### src/rtl/tdc_measure_ctrl.sv
// tdc_measure_ctrl: one start/stop coarse interval measurement with valid/ready result
module tdc_measure_ctrl #(
  parameter int CNT_W = 16,
  parameter logic [CNT_W-1:0] TIMEOUT = '1
) (
  input  logic             clk,
  input  logic             reset,
  input  logic             arm,
  input  logic             abort,
  input  logic             start_level,
  input  logic             stop_level,
  input  logic             result_ready,
  output logic             result_valid,
  output logic [CNT_W-1:0] result_data,
  output logic             result_timeout,
  output logic             busy,
  output logic [1:0]       state
);
  typedef enum logic [1:0] {IDLE, ARMED, RUNNING, DONE} state_t;
  state_t st;
  logic [CNT_W-1:0] count;
  logic start_prev, stop_prev;
  logic start_rise, stop_rise;
  assign start_rise = start_level & ~start_prev;
  assign stop_rise = stop_level & ~stop_prev;
  assign state = st;
  assign busy = (st == ARMED) || (st == RUNNING);
  always_ff @(posedge clk or negedge reset)
    if (!reset) begin
      st <= IDLE;
      count <= '0;
      start_prev <= 1'b0;
      stop_prev <= 1'b0;
      result_valid <= 1'b0;
      result_data <= '0;
      result_timeout <= 1'b0;
    end else begin
      start_prev <= start_level;
      stop_prev <= stop_level;
      if (abort) begin
        st <= IDLE;
        count <= '0;
        result_valid <= 1'b0;
        result_data <= '0;
        result_timeout <= 1'b0;
      end else
        case (st)
          IDLE: if (arm) st <= ARMED;
          ARMED:
            if (start_rise) begin
              st <= RUNNING;
              count <= CNT_W'(1);
            end
          RUNNING:
            if (stop_rise) begin
              st <= DONE;
              result_data <= count;
              result_timeout <= 1'b0;
              result_valid <= 1'b1;
            end else if (count == TIMEOUT) begin
              st <= DONE;
              result_data <= TIMEOUT;
              result_timeout <= 1'b1;
              result_valid <= 1'b1;
            end else count <= count + 1'b1;
          DONE:
            if (result_ready) begin
              result_valid <= 1'b0;
              st <= arm ? ARMED : IDLE;
            end
        endcase
    end
endmodule

### config.mk
export PLATFORM = sky130hd
export DESIGN_NAME = tdc_measure_ctrl
export DESIGN_NICKNAME = d
export VERILOG_FILES = /design/src/rtl/tdc_measure_ctrl.sv
export SDC_FILE = /design/constraint.sdc
export NUM_CORES = 1
export LEC_CHECK = 0
export BUFFER_PORTS_ARGS = -buffer_cell sky130_fd_sc_hd__buf_2
export CAP_MARGIN = 20
export CORE_MARGIN = 2
export CORE_UTILIZATION = 61
export DETAILED_ROUTE_END_ITERATION = 10
export GPL_TIMING_DRIVEN = 1
export PLACE_DENSITY = 0.84
export SYNTH_ARGS = -nofsm -noshare
export SYNTH_HDL_FRONTEND = slang
export SYNTH_SLANG_ARGS = --single-unit
### constraint.sdc
create_clock -name clk -period 4.1 [get_ports clk]
set_input_delay 0.82 -clock clk [delete_from_list [all_inputs] [get_ports clk]]
set_output_delay 0.82 -clock clk [all_outputs]
set_load 0.02 [all_outputs]
==> impl_metrics.json <==
{
  "status": "completed",
  "dp.cells": 252,
  "cpMaxStageDelayCell": "a21boi_0",
  "synth_edf_count": 0,
  "floorplan.initialDensity": 0.648,
  "endpoint_kind": "flop",
  "async_flop_share": 1.00,
  "htree_levels": 2,
  "port_buffers": 27,
  "path_class": "flop to flop",
  "clockBufferDepth": 2,
  "post-route-util": 0.718,
  "path_delay_family": "compound AO/OA/AOI/OAI gates",
  "finalSetupTns_ns": 0,
  "cap_violations": 0,
  "tightestPinTransition_ns": 0.808,
  "clock_skew_ns": 0.00349,
  "clkSinkCount": 38,
  "antenna_left": 0,
  "most-common-layout-cells": "dfrtp_1 (38), buf_2 (27), o21ai_0 (16), o221a_2 (16)",
  "syn_avg_cell_area_um2": 10.6,
  "regArea_um2": 951,
  "ys_seq_area_frac": 0.477,
  "finalMaxSlewViolations": 0,
  "fmax_mhz": 375,
  "final_cells": 260,
  "mostFrequentLayoutCell": "dfrtp_1",
  "leakage_nw": 1.02,
  "syn_nets": 200,
  "dpl.hpwl_um": 3150,
  "diodes": 0,
  "drtIter0Drc": 113,
  "max_slew_margin": 0.461,
  "dp_slack_ns": 1.42,
  "arrival_ns": 2.89,
  "die_x_um": 61.2,
  "syn_area_um2": 1990,
  "multi_input_area_um2": 976,
  "timing.final.crit_share": 0.651,
  "antenna_found_initial": 0,
  "num_io_pins": 28,
  "die_y_um": 61.2,
  "crit_path_cell_trace": "inv_1 -> ha_1 -> nand3b_2 -> a21boi_0 -> nor2_1 -> o21ai_0 -> o21ai_0",
  "min_period_ns": 2.67,
  "nets": 227,
  "hold_path_class": "flop to flop",
  "die_area_um2": 3740,
  "place_area_um2": 2150,
  "post_cts_resized": 0,
  "worst_slack_ns": 1.43,
  "viasPerCell": 6.58,
  "place.gp.congestion": 0.915,
  "worst-path-max-fanout": 19,
  "clk_latency_ns": 0.34,
  "numCtsBuffers": 5,
  "setup_viol": 0,
  "grt_pass1_wl_um": 7600,
  "ys_types": 47,
  "final-hold-violation-count": 0,
  "first_pass_iters": 5,
  "worstSetupStartpointType": "flop",
  "fin_area_um2": 2210,
  "drive_gt1_frac": 0.292,
  "wl_per_cell_um": 17.3,
  "slowest_delay_ns": 0.62,
  "required_ns": 4.32,
  "synthCells": 188,
  "ys_seq_elements": 38,
  "grt_max_degree": 39,
  "drt-total-wl_um": 4510,
  "cpMostUsedCell": "o21ai_0",
  "hold_buffers": 0,
  "via_count": 1710,
  "postCtsSetupBuffers": 0,
  "crit_buf_inv": 1,
  "cts_root_buf": "clkbuf_4",
  "power.total_uw": 925,
  "grt_remaining_overflow": 0,
  "ys_warn_count": 0,
  "grt_pass1_vias": 1691,
  "irDropWorstVdd_v": 0.000363,
  "groute.usage.overall": 0.278,
  "placementRows": 20,
  "power.density_nw_per_um2": 418,
  "cts_tree": "done",
  "path_clk_slew_ns": 0.11,
  "drc": 0,
  "syn_to_final_growth_pct": 10.9,
  "nFillCells": 237,
  "ys.flop_type": "dfrtp_1",
  "rsz0062_at_grt": "no",
  "hold_ws_ns": 0.540,
  "core-area_um2": 3080
}
## cells in the mapped netlist, drive strengths merged, types with 2 or more instances
library cell | n | area, um2
o31ai | 2 | 28.8
nand2 | 11 | 41.3
o21ai | 20 | 111
a21o | 2 | 15.0
and3 | 4 | 25.0
nor2b | 3 | 18.8
or2 | 3 | 18.8
ha | 5 | 62.6
buf | 3 | 21.3
nor3 | 3 | 15.0
and2 | 2 | 12.5
or3 | 6 | 37.5
a211oi | 2 | 20.0
o211ai | 3 | 22.5
inv | 8 | 30.0
nand3 | 10 | 50.1
nand3b | 2 | 18.8
a31oi | 8 | 50.1
a21oi | 11 | 55.1
nor2 | 4 | 17.5
o221a | 16 | 180
nand4 | 3 | 33.8
a311oi | 2 | 23.8
nand2b | 3 | 21.3
dfrtp | 38 | 951
clkbuf | 4 | 15.0
## path summary, 6_finish.rpt
path	startpoint	end	slack (ns)	depth (start not counted)
max reg2reg	state[0]$_DFFE_PN0P_	count[8]$_DFFE_PN0P_	1.43	7
max in group asynchronous	reset	count[3]$_DFFE_PN0P_	3.04	1
max	state[0]$_DFFE_PN0P_	count[8]$_DFFE_PN0P_	1.43	7
min	result_timeout$_DFFE_PN0P_	result_timeout$_DFFE_PN0P_	0.54	1
min in group asynchronous	reset	count[14]$_DFFE_PN0P_	0.55	1
min reg2reg	result_timeout$_DFFE_PN0P_	result_timeout$_DFFE_PN0P_	0.54	1
## layout make-up
cell class              count  area share
inverters                   8      0.0136
flip-flops and latches     38       0.430
repair buffers             27      0.0611
multi-input cells         135       0.441
clock inverters             2     0.00566
clock buffers               6      0.0232
well taps                  44      0.0249
## logic make-up (layout without fill, tap and decap cells)
| group | after synthesis | count (layout) | synth area share |
|---|---|---|---|
| AO/OA/AOI/OAI | 74 | 74 | 0.292 |
| adder cells (fa/ha/maj) | 5 | 5 | 0.0314 |
| buffers and inverters | 15 | 43 | 0.0333 |
| flip-flops | 38 | 38 | 0.477 |
| multiplexers | 1 | 1 | 0.00502 |
| AND/OR/NAND/NOR | 55 | 55 | 0.161 |
## worst register-to-register path, stage by stage, from the launching register on
cell,delay [ns]
dfrtp_1,0.43
inv_1,0.11
ha_1,0.34
nand3b_2,0.44
a21boi_0,0.62
nor2_1,0.27
o21ai_0,0.24
o21ai_0,0.12
## metal layers
layer	up-vias	global-route usage	share of wire
met4	0	0.130	0.023
met2	71	0.445	0.49
met5	-	0	0
li1	785	-	-
met3	12	0.0777	0.053
met1	842	0.350	0.43
## where the power goes
group / internal, mW / switching [mW] / leakage [nW]
clock network: 0.0825 / 0.125 / 0.0343
logic: 0.104 / 0.184 / 0.458
registers: 0.403 / 0.0254 / 0.523
## state kept, by name, summed over array words and instances, names as in the netlist
| signal | cells |
|---|---|
| count | 16 |
| result_data | 16 |
| state | 2 |
| result_valid | 1 |
| stop_prev | 1 |
| result_timeout | 1 |
| start_prev | 1 |
(Power assumes the default switching activity.)
